**config.mk**
```make
export PLATFORM = sky130hd
export DESIGN_NAME = mul_div_unit
export DESIGN_NICKNAME = d
export VERILOG_FILES = /design/src/rtl/mul_div_unit.sv
export SDC_FILE = /design/constraint.sdc
export NUM_CORES = 1
export LEC_CHECK = 0
export ABC_CLOCK_PERIOD_IN_PS = 3800
export CAP_MARGIN = 40
export CORE_ASPECT_RATIO = 1.5
export CORE_MARGIN = 4
export CORE_UTILIZATION = 35
export DETAILED_ROUTE_END_ITERATION = 7
export HOLD_SLACK_MARGIN = 0.12
export PLACE_DENSITY = 0.65
export SLEW_MARGIN = 20
export SYNTH_ARGS = -nofsm -noshare
export SYNTH_HDL_FRONTEND = slang
export SYNTH_SLANG_ARGS = --single-unit
export TNS_END_PERCENT = 50
```
**constraint.sdc**
```tcl
create_clock -name clk -period 3.8 [get_ports clk]
set_input_delay 0.57 -clock clk [delete_from_list [all_inputs] [get_ports clk]]
set_output_delay 0.57 -clock clk [all_outputs]
set_load 0.005 [all_outputs]
```
**src/rtl/mul_div_unit.sv**
```systemverilog
// Sequential signed multiply (radix-2 Booth) / divide (non-restoring) unit.
// One iteration per clock; the 64-bit result is held on zhigh/zlow for the bus.
module mul_div_unit #(
  parameter int WIDTH = 32
) (
  input  logic             clk,
  input  logic             clr,
  input  logic             start,
  input  logic             op,
  input  logic [WIDTH-1:0] a,
  input  logic [WIDTH-1:0] b,
  output logic             busy,
  output logic             done,
  output logic [WIDTH-1:0] zhigh,
  output logic [WIDTH-1:0] zlow,
  output logic             div_by_zero
);
  localparam int CW = (WIDTH > 1) ? $clog2(WIDTH) : 1;

  typedef enum logic [1:0] {IDLE, RUN, FIX, DONE} state_t;

  state_t           state;
  logic [CW-1:0]    cnt;
  logic             fix_ph;
  logic [WIDTH:0]   acc;    // Booth accumulator / partial remainder
  logic [WIDTH-1:0] q;      // multiplier / dividend-quotient shift register
  logic             qm1;
  logic [WIDTH:0]   bx;     // sign-extended b (mul) or |b| (div)
  logic [WIDTH-1:0] a_r;
  logic             op_r, dbz_r, neg_q, neg_r;

  logic [WIDTH-1:0] a_mag, b_mag;
  logic [WIDTH:0]   mul_sum, div_sh, div_sum;

  always_comb begin
    a_mag = a[WIDTH-1] ? -a : a;
    b_mag = b[WIDTH-1] ? -b : b;
    case ({q[0], qm1})
      2'b01:   mul_sum = acc + bx;
      2'b10:   mul_sum = acc - bx;
      default: mul_sum = acc;
    endcase
    // Shift in the next dividend bit; a negative remainder adds the divisor back.
    div_sh  = {acc[WIDTH-1:0], q[WIDTH-1]};
    div_sum = acc[WIDTH] ? div_sh + bx : div_sh - bx;
  end

  always_ff @(posedge clk) begin
    if (clr) begin
      state       <= IDLE;
      cnt         <= '0;
      fix_ph      <= 1'b0;
      busy        <= 1'b0;
      done        <= 1'b0;
      zhigh       <= '0;
      zlow        <= '0;
      div_by_zero <= 1'b0;
      acc         <= '0;
      q           <= '0;
      qm1         <= 1'b0;
      bx          <= '0;
      a_r         <= '0;
      op_r        <= 1'b0;
      dbz_r       <= 1'b0;
      neg_q       <= 1'b0;
      neg_r       <= 1'b0;
    end else begin
      done <= 1'b0;
      case (state)
        IDLE: if (start) begin
          state       <= RUN;
          busy        <= 1'b1;
          cnt         <= '0;
          fix_ph      <= 1'b0;
          div_by_zero <= 1'b0;
          op_r        <= op;
          a_r         <= a;
          acc         <= '0;
          qm1         <= 1'b0;
          dbz_r       <= (b == '0);
          neg_q       <= a[WIDTH-1] ^ b[WIDTH-1];
          neg_r       <= a[WIDTH-1];
          q           <= op ? a_mag : a;
          bx          <= op ? {1'b0, b_mag} : {b[WIDTH-1], b};
        end
        RUN: begin
          if (op_r) begin
            acc <= div_sum;
            q   <= {q[WIDTH-2:0], ~div_sum[WIDTH]};
          end else begin
            acc <= {mul_sum[WIDTH], mul_sum[WIDTH:1]};
            q   <= {mul_sum[0], q[WIDTH-1:1]};
            qm1 <= q[0];
          end
          cnt <= cnt + CW'(1);
          if (cnt == CW'(WIDTH-1)) begin
            state <= FIX;
            cnt   <= '0;
          end
        end
        FIX: begin
          // Phase 0 restores a negative remainder; phase 1 applies signs and publishes.
          if (!fix_ph) begin
            fix_ph <= 1'b1;
            if (op_r && acc[WIDTH]) acc <= acc + bx;
          end else begin
            state <= DONE;
            done  <= 1'b1;
            if (!op_r) begin
              zhigh <= acc[WIDTH-1:0];
              zlow  <= q;
            end else if (dbz_r) begin
              zhigh       <= a_r;
              zlow        <= '1;
              div_by_zero <= 1'b1;
            end else begin
              zhigh <= neg_r ? -acc[WIDTH-1:0] : acc[WIDTH-1:0];
              zlow  <= neg_q ? -q : q;
            end
          end
        end
        DONE: begin
          state <= IDLE;
          busy  <= 1'b0;
        end
        default: state <= IDLE;
      endcase
    end
  end
endmodule
```
# [Word-level counts from Yosys, hierarchy flattened]
# Index checks and enable logic that the tools add are counted.
[word_totals] regBits=210 inputBits=68 out_inout_bits=67 elab_cells=98
[classes] add_sub_neg=9 n_eq_ne=14 mux=38 bitwise_logic=3 reduce_logical=17
[ops] op="$mux 32" count=11
[ops] op="$mux 33" count=6
[ops] op="$neg 32->32" count=4
[ops] op="$pmux 33 s3" count=1
[ops] op="$add 33x33->33" count=2
[ops] op="$pmux 33 s2" count=1
[ops] op="$sub 33x33->33" count=2
[ops] op="$pmux 32 s2" count=1
[ops] op="$logic_not 32->1" count=1
[ops] op="$ne 2x2->1 const B" count=8
[ops] op="$mux 5" count=2
[ops] op="$pmux 5 s2" count=1
[ops] op="$reduce_and 2->1" count=5
[ops] op="$pmux 1 s2" count=4
[ops] op="$pmux 2 s4" count=1
[ops] op="$mux 1" count=7
[ops] op="$eq 2x2->1 const B" count=3
[ops] op="$mux 2" count=3
[ops] op="$reduce_and 3->1" count=2
[ops] op="$reduce_bool 2->1" count=3
[ops] op="$add 5x1->5 const B" count=1
[ops] op="$eq 5x5->1 const B" count=1
[ops] op="$reduce_and 5->1" count=1
[ops] op="$eq 2x1->1 const B" count=2
[ops] op="7 further kinds" count=8

# [Longest topological paths before layout]
# Gate-level depths: netlist of run 1.
[logic_depth] word_depth=5 ltp_mapped=18 depth_no_buf=17

# [Worst setup path before layout of run 1]
# OpenSTA, ideal clock, no wires.
[synth_timing] path_kind="reg-to-reg" startpoint="register bx[2]" endpoint="register q[0]" setup_time_ns=0.114 t_arrival_ns=3.729 t_required_ns=3.686 setup_slack_ns=-0.043 stages_incl_launch_ff=18 n_path_buf=1 synth_period_minus_slack_ns=3.843 path_cell_list="dfxtp_1 > nor3_1 > nand2_1 > nor4_1 > and2_0 > clkbuf_1 > nor2_1 > xnor2_1 > ha_1 > and4_1 > nand4_1 > a211oi_1 > o211ai_1 > a211oi_1 > o22ai_1 > xnor2_1 > a21oi_1 > a2111oi_0"
[synth_between] elab_chain_len=5 word_cells_on_any_way=6 cone_classes="add/sub (2); mux (3); bitwise (1)"
[synth_rtl] element="start: declaration" line="28" text="logic [WIDTH:0] bx;"
[synth_rtl] element="start signal: assignment" line="84" text="bx <= op ? {1'b0, b_mag} : {b[WIDTH-1], b};"
[synth_rtl] element="$sub 33x33->33 or $add 33x33->33 (tied branches)" line="45" text="div_sum = acc[WIDTH] ? div_sh + bx : div_sh - bx;"
[synth_rtl] element="$mux 33 *" line="45"
[synth_rtl] element="$not 1->1 *" line="89" text="q <= {q[WIDTH-2:0], ~div_sum[WIDTH]};"
[synth_rtl] element="$mux 32 *" line="87" text="if (op_r) begin"
[synth_rtl] element="$pmux 32 s2 *" line="69" text="case (state)"
[synth_rtl] element="end signal: assignment" line="83" text="q <= op ? a_mag : a;"
[synth_rtl] element="end signal: assignment" line="89"
[synth_rtl] element="end signal: assignment" line="92" text="q <= {mul_sum[0], q[WIDTH-1:1]};"
[synth_rtl] element="end: declaration" line="26" text="logic [WIDTH-1:0] q;"
# Mark *: on every way between the ends. The rest lies on a longest branch, timed or not.
# A chain may end at the register's enable or synchronous reset.

# [Final worst setup path of run 1]
[layout_timing] startpoint="register bx[2]" endpoint="register acc[31]"
[layout_between] elab_chain_len=4 word_cells_on_any_way=10 cone_classes="add/sub (4); mux (6)"
[layout_rtl] element="$sub 33x33->33 (tied with other cells)" line="40" text="2'b10: mul_sum = acc - bx;"
[layout_rtl] element="$pmux 33 s2 (tied with other cells)" line="38" text="case ({q[0], qm1})"
[layout_rtl] element="$mux 33 (on tied branches)" line="87, 103"
[layout_rtl] element="$pmux 33 s3 *" line="69"
[layout_rtl] element="end signal: assignment" line="88" text="acc <= div_sum;"
[layout_rtl] element="end signal: assignment" line="91" text="acc <= {mul_sum[WIDTH], mul_sum[WIDTH:1]};"
[layout_rtl] element="end signal: assignment" line="105" text="if (op_r && acc[WIDTH]) acc <= acc + bx;"
[layout_rtl] element="end: declaration" line="25" text="logic [WIDTH:0] acc;"
# Mark *: on every way between the ends. The rest lies on a longest branch, timed or not. The select of a mux whose other input is x is not followed.

==> flow_summary.yaml, run 1 <==
layout:
  n_antenna_cell: 0
  fin_nets: 2899
  drive_gt1_frac: 0.153
  final_cell_mix: "nor2_1, nand2_1, buf_4"
  multi_input_area_mm2: 0.0129
  num-fill-cells: 5062
  final_common_cell: "nor2_1"
  ff_latch_area_mm2: 0.00419
  stdcell_count: 3405
  area.growth.synth_to_final_pct: 26.2
logic_synthesis:
  yosysTopAreaCellShare: 0.233
  yosys-top-cells-area: "dfxtp_1, ha_1, a21oi_1"
  seq_area_frac_synth: 0.233
  ys_types: 81
  ys_warn_count: 0
  synthCells: 2465
  ys.flop_type: "dfxtp_1"
  synthArstFlopShare: 0
  yosysTopAreaCell: "dfxtp_1"
  syn_area_per_cell_um2: 7.28
  synth_fp_nets: 2647
  netlist_area_mm2: 0.0180
  synth_edf_count: 0
  yosys_register_bits: 209
floorplanning:
  die_h_um: 285
  die_area_mm2: 0.0551
  row_count: 101
  die_w_um: 193
  ios: 135
  design.core.area_mm2: 0.0507
  start_util: 0.354
clocking:
  cts_buffers: 25
  clock-root-buffer: "clkbuf_16"
  cts_tree: "built"
  htreeDepth: 1
  cts.clk_slew.worst_paths_ns: 0.07
  clockBufferDepth: 3
  hold_buffers: 0
  worstSkewPairLatency_ns: 0.58
  cts_sinks: 209
power_and_ir_drop:
  leakage_nw: 8.97
  p_seq_frac: 0.221
  p_int_mw: 7.28
  combinationalPowerShare: 0.596
  power_density_mw_per_mm2: 613
  switchingPower_mw: 6.61
  clockPowerShare: 0.184
  peakVddDrop_uv: 505
  p_sw_frac: 0.476
flow_run:
  cap_violations: 0
detailed_routing:
  drt_iter0_drc: 1312
  ant_nets: 0
  viasPerCell: 5.87
  drc_errors: 0
  wl_um: 75400
  vias: 20000
  routedWlPerCell_um: 22.1
  drtPass1Iterations: 5
placement:
  numPortBuffers: 134
  dp_cells: 3350
  gp_congestion: 1.02
  detailed_place_hpwl_um: 59200
global_routing:
  antenna_found_initial: 0
  grt_pass1_wl_um: 114000
  grt_use_total: 0.264
  overflow: 0
  grt_pass1_vias: 19900
  grt_max_degree: 69
critical_path:
  worst-path-max-fanout: 4
  critPathRequiredTime_ns: 4.27
  cp-start-kind: "flip-flop"
  cp-end-kind: "flip-flop"
  crit_type: "flip-flop to flip-flop"
  arrival_ns: 4.33
  regToRegSetupSlack_ns: -0.06
timing:
  min_period_ns: 3.86
  rsz0062_at_grt: "true"
  hold_ws_ns: 0.349
  skew_ns: 0.0208
  slew_violations: 0
  setup_violations: 3
  setup_ws_ns: -0.0591
  slew_headroom: 0.425
  max_freq_ghz: 0.259
  worst_pin_slew_ns: 0.861
  hold_viol: 0
  min_period_over_period: 1.02
min_path:
  hp-class: "input port to flip-flop"
run_status:
  outcome: "finished with violations"
  violations: "setup timing"
==> stage by stage <==
step / total power, mW / utilization / setup slack [ns] / TNS (ns) / instance area [µm²]
6_report: 13.9 / 0.447 / -0.0591 / -0.108 / 22700
5_1_grt: 14.7 / 0.447 / -0.326 / -3.32 / 22700
4_1_cts: 13.6 / 0.442 / -0.0361 / -0.0361 / 22400
3_5_place_dp: 11.0 / 0.424 / -0.385 / -1.70 / 21500
3_3_place_gp: 10.9 / 0.423 / -0.245 / -1.14 / 21400
2_1_floorplan: 7.97 / - / 0.0454 / 0 / 18000
==> area by class of cell <==
type	instances	area share
clock buffer	32	0.0314
clock inverter	14	0.00613
inverter	95	0.0157
multi-input combinational	1980	0.571
sequential	209	0.185
tap	669	0.0370
timing repair buffer	406	0.154
==> kinds of logic (layout without fill, tap and decap cells) <==
family	after synthesis	after routing	share of synthesized area
XOR/XNOR	197	197	0.0961
AND/OR/NAND/NOR	807	807	0.207
adder cells (fa/ha/maj)	114	114	0.0807
buffers and inverters	276	547	0.0592
AO/OA/AOI/OAI	807	807	0.292
flip-flops	209	209	0.233
multiplexers	55	55	0.0321
==> sequential cells by signal (all words and copies together) (netlist names) <==
register and count:
state 2, dbz_r 1, zhigh 32, qm1 1, zlow 32, cnt 5, fix_ph 1, acc 33
div_by_zero 1, neg_q 1, op_r 1, q 32, done 1, busy 1, bx 33, a_r 32
==> path summary, 6_finish.rpt <==
check / cells after the start / endpoint / startpoint
min reg2reg: 2 / a_r[11] / a_r[11]
max: 19 / acc[31] / bx[2]
max reg2reg: 19 / acc[31] / bx[2]
min: 2 / acc[19] / clr
==> cells in the mapped netlist, drive strengths merged, types with 56 or more instances <==
cell	instances
inv	91
nor2	272
nor3	56
o22ai	59
dfxtp	209
ha	111
a211oi	61
clkbuf	143
xnor2	137
a21oi	247
nand2	271
xor2	60
o21ai	140
==> power by group through the flow <==
stage | clock, mW | sequential (mW) | combinational (mW)
after floorplan | 0 | 2.90 | 5.07
after global placement | 0 | 3.07 | 7.83
after detailed placement | 0 | 3.08 | 7.91
after CTS | 2.59 | 3.05 | 7.98
after global routing | 2.66 | 3.11 | 8.93
final | 2.55 | 3.06 | 8.27
==> critical path, stage by stage (launching register included) <==
cell and delay [ns]:
dfxtp_2 0.33, nor3_4 0.21, nand2_2 0.09, nor4_2 0.27
buf_4 0.18, buf_4 0.11, a31oi_2 0.08, xnor2_1 0.14
ha_1 0.36, a21oi_2 0.21, o21ai_0 0.11, a221o_1 0.33
o31ai_2 0.22, buf_4 0.18, o31a_1 0.19, a21oi_2 0.09
a211oi_2 0.23, xor2_1 0.17, nand2_1 0.07, a21o_1 0.20
==> layer usage <==
layer,global-route usage,part of all wire,vias up
met1,0.291,0.37,9519
met5,0,0,-
met3,0.0366,0.057,266
li1,-,-,9410
met4,0.179,0.085,0
met2,0.462,0.49,778
==> timing repair <==
item                       in CTS  in global routing
hold endpoints to repair        0                  0
pin swaps                       7                 24
setup endpoints to repair      11                 19
gates resized for setup        12                 44
setup buffers                   1                  6
No activity file was read; power rests on OpenSTA's default activity.
==> run 2, diff against run 1 <==
CAP_MARGIN = 30   (was 40)
==> flow_summary.yaml, run 2 (same netlist as run 1, synthesis figures left out) <==
run_status:
  outcome: "completed"
placement:
  numPortBuffers: 134
  detailed_place_hpwl_um: 59200
  placed_area_mm2: 0.0215
  gp_congestion: 1.02
timing:
  slew_violations: 0
  max_freq_ghz: 0.266
  slew_headroom: 0.347
  hold_ws_ns: 0.378
  min_period_over_period: 0.988
  hold_viol: 0
  min_period_ns: 3.76
  setup_violations: 0
  worst_pin_slew_ns: 0.977
  skew_ns: 0.0352
  rsz0062_at_grt: "true"
clocking:
  hold_buffers: 0
  worstSkewPairLatency_ns: 0.60
  clockBufferDepth: 3
  cts_tree: "built"
  htreeDepth: 1
  cts_sinks: 209
  cts.clk_slew.worst_paths_ns: 0.07
  cts_buffers: 25
  clock-root-buffer: "clkbuf_16"
critical_path:
  cp_slowest_cell: "dfxtp_1"
  r2r_start: "bx[3]"
  crit_type: "flip-flop to flip-flop"
  critPathMaxStageDelay_ns: 0.34
  crit_start: "bx[3]"
  arrival_ns: 4.25
  crit_buf_inv: 4
  crit_path_cell_trace: "nor3_4 > buf_4 > and4_4 > and2_4 > buf_6 > a31oi_1 > xnor2_1 > ha_1 > buf_4 > a21oi_1 > o21ai_1 > a41o_1 > o31ai_2 > buf_4 > o31a_1 > a21oi_2 > a211oi_2 > xor2_1 > nand2_1 > a21o_1"
  cp-end-kind: "flip-flop"
  critPathRequiredTime_ns: 4.30
  regToRegSetupSlack_ns: 0.04
  worst-path-max-fanout: 6
  cp-start-kind: "flip-flop"
  crit_family: "compound AO/OA/AOI/OAI gates"
  critPathMostFrequentCell: "buf_4"
floorplanning:
  ios: 135
  start_util: 0.354
  row_count: 101
  design.core.area_mm2: 0.0507
  die_area_mm2: 0.0551
  die_h_um: 285
  die_w_um: 193
layout:
  final_area_mm2: 0.0227
  num-fill-cells: 5066
  final_cell_mix: "nor2_1, nand2_1, buf_4"
  area.growth.synth_to_final_pct: 26.7
  n_antenna_cell: 0
  top_regs: "acc x33, bx x33"
  fin_nets: 2893
  ff_latch_area_mm2: 0.00419
  drive_gt1_frac: 0.153
  final_common_cell: "nor2_1"
  multi_input_area_mm2: 0.0130
detailed_routing:
  drtPass1Iterations: 5
  routedWlPerCell_um: 22.3
  drt_iter0_drc: 1505
  vias: 20000
  wl_um: 75700
  viasPerCell: 5.89
  drc_errors: 0
  ant_nets: 0
power_and_ir_drop:
  p_sw_frac: 0.467
  power_density_mw_per_mm2: 627
  switchingPower_mw: 6.66
  p_seq_frac: 0.215
  clockPowerShare: 0.203
  leakage_nw: 8.98
  peakVddDrop_uv: 446
  p_int_mw: 7.61
  combinationalPowerShare: 0.582
global_routing:
  grt_use_total: 0.266
  grt_pass1_vias: 20100
  grt_max_degree: 69
  antenna_found_initial: 1
  overflow: 0
  grt_pass1_wl_um: 115000
min_path:
  hp-class: "input port to flip-flop"
  hp-start: "clr"
flow_run:
  cap_violations: 0
run 2: path summary, 6_finish.rpt:
| path | endpoint | depth (start not counted) |
|---|---|---|
| setup / recovery | acc[31] | 20 |
| hold / removal | acc[18] | 2 |
| setup reg to reg | acc[31] | 20 |
| hold reg to reg | a_r[11] | 2 |
run 2: area by class of cell:
type / instances / share of cell area
inverter: 95 / 0.0157
clock inverter: 18 / 0.0133
tap: 669 / 0.0368
timing repair buffer: 400 / 0.151
clock buffer: 28 / 0.0289
sequential: 209 / 0.184
multi-input combinational: 1980 / 0.571
run 2: worst register-to-register path, stage by stage (launching register included):
cell      delay [ns]
dfxtp_1         0.34
nor3_4          0.22
buf_4           0.15
and4_4          0.26
and2_4          0.16
buf_6           0.13
a31oi_1         0.11
xnor2_1         0.14
ha_1            0.29
buf_4           0.16
a21oi_1         0.11
o21ai_1         0.12
a41o_1          0.24
o31ai_2         0.07
buf_4           0.19
o31a_1          0.19
a21oi_2         0.09
a211oi_2        0.27
xor2_1          0.19
nand2_1         0.08
a21o_1          0.20
run 2: per-layer routing:
metal,up-vias,GRT usage,routed length (µm)
met5,-,0,0
met4,0,0.170,5810
met3,273,0.0399,4610
met2,845,0.474,37900
met1,9518,0.290,27400
li1,9400,-,-
run 2: power groups by stage:
stage          sequential [mW]  combinational (mW)  clock (mW)
6_report                  3.07                8.31        2.90
2_1_floorplan             2.90                5.07           0
5_1_grt                   3.11                8.98        3.00
4_1_cts                   3.04                7.97        2.93
3_5_place_dp              3.08                7.90           0
3_3_place_gp              3.07                7.83           0
run 2: timing repair:
action	4_1_cts	5_1_grt
buffers inserted	1	3
gates resized for setup	11	56
endpoints found under the setup margin	11	16
pin swaps	3	19
run 2: through the flow:
step	std cells	total power, mW	setup WS (ns)	util	TNS (ns)
final	3399	14.3	0.0440	0.449	0
after global routing	3399	15.1	-0.184	0.449	-0.698
after CTS	3396	13.9	0.00372	0.444	0
after detailed placement	3349	11.0	-0.387	0.424	-1.94
after global placement	3347	10.9	-0.245	0.423	-1.14
after floorplan	2465	7.97	0.0454	-	0
==> run 3, diff against run 2 <==
SLEW_MARGIN = 0   (was 20)
==> flow_summary.yaml, run 3 (same netlist as run 1, synthesis figures left out) <==
layout:
  final_cell_mix: "nor2_1, nand2_1, buf_4"
  area.growth.synth_to_final_pct: 26.3
  utilization: 0.448
  n_antenna_cell: 0
  stdcell_count: 3401
  drive_gt1_frac: 0.151
  final_common_cell: "nor2_1"
  top_regs: "acc x33, bx x33"
  fin_nets: 2894
critical_path:
  critPathRequiredTime_ns: 4.28
  cp-start-kind: "flip-flop"
  cp-end-kind: "flip-flop"
  worst-path-max-fanout: 4
  arrival_ns: 4.23
  crit_type: "flip-flop to flip-flop"
timing:
  slew_violations: 0
  hold_viol: 0
  min_period_ns: 3.75
  worst_pin_slew_ns: 0.973
  finalSetupTns_ns: 0
  setup_violations: 0
  min_period_over_period: 0.988
  rsz0062_at_grt: "true"
  setup_ws_ns: 0.0471
  skew_ns: 0.0402
  slew_headroom: 0.350
  max_freq_ghz: 0.266
placement:
  numPortBuffers: 134
  dp_slack_ns: -0.345
  detailed_place_hpwl_um: 59100
  gp_congestion: 1.02
  dp_cells: 3349
global_routing:
  grt_pass1_wl_um: 114000
  antenna_found_initial: 0
  grt_pass1_vias: 19900
  overflow: 0
  grt_use_total: 0.264
  grt_max_degree: 69
detailed_routing:
  wl_um: 75400
  ant_nets: 0
  drt_iter0_drc: 1327
  routedWlPerCell_um: 22.2
  drtPass1Iterations: 8
  drc_errors: 0
  vias: 19900
  viasPerCell: 5.84
power_and_ir_drop:
  fin_total_pwr_mw: 14.1
  power_density_mw_per_mm2: 623
  leakage_nw: 8.97
  peakVddDrop_uv: 463
clocking:
  htreeDepth: 1
  cts_sinks: 209
  clock-root-buffer: "clkbuf_16"
  cts.clk_slew.worst_paths_ns: 0.07
  cts_buffers: 26
  cts_tree: "built"
  clockBufferDepth: 3
  worstSkewPairLatency_ns: 0.59
min_path:
  hp-class: "input port to flip-flop"
run_status:
  outcome: "completed"
floorplanning:
  die_w_um: 193
  die_h_um: 285
  die_area_mm2: 0.0551
  design.core.area_mm2: 0.0507
  start_util: 0.354
  ios: 135
  row_count: 101
flow_run:
  cap_violations: 0
[run 3: path summary, 6_finish.rpt]
kind,from,slack [ns],cells past startpoint,to
max,bx[17],0.05,15,acc[31]
min,clr,0.37,2,acc[19]
max reg2reg,bx[17],0.05,15,acc[31]
min reg2reg,a_r[11],0.46,2,a_r[11]
[run 3: layer usage]
| metal | track usage | wire length (µm) | part of all wire |
|---|---|---|---|
| met1 | 0.284 | 27200 | 0.36 |
| met2 | 0.468 | 37200 | 0.49 |
| met5 | 0 | 0 | 0 |
| met3 | 0.0430 | 4920 | 0.065 |
| met4 | 0.176 | 6190 | 0.082 |
[run 3: cell type report]
cell class	instances	area [µm²]
clock buffers	33	707
clock inverters	15	243
fillers	5072	28000
inverters	95	357
multi-input cells	1980	12900
flip-flops and latches	209	4190
well taps	669	837
repair buffers	400	3420
[run 3: worst max-delay path, stage by stage (launching register included)]
cell and delay (ns):
dfxtp_1 0.31, nor4_1 0.31, buf_4 0.20, and2_1 0.26, and4_1 0.31, and4_1 0.25, and3_1 0.25, nor2_1 0.07
xnor2_1 0.14, ha_1 0.26, nor4_1 0.46, a21oi_2 0.14, a211oi_2 0.27, xor2_1 0.18, nand2_1 0.07, a21o_1 0.20
[run 3: through the flow]
stage               cell area (µm²)  hold slack, ns
floorplan                     18000           0.436
global placement              21400           0.447
detailed placement            21500           0.450
CTS                           22500           0.356
global route                  22700           0.376
finish                        22700           0.374
[run 3: report_power, final]
part           total, mW  internal, mW  switching (mW)
Sequential          3.06          2.57           0.495
Combinational       8.25          3.28            4.98
Clock               2.82          1.67            1.15
[run 3: timing repair]
item	CTS	global route
buffers inserted	1	3
hold buffers	0	0
resized for setup	10	50
setup endpoints to repair	11	14
pin swaps	7	24
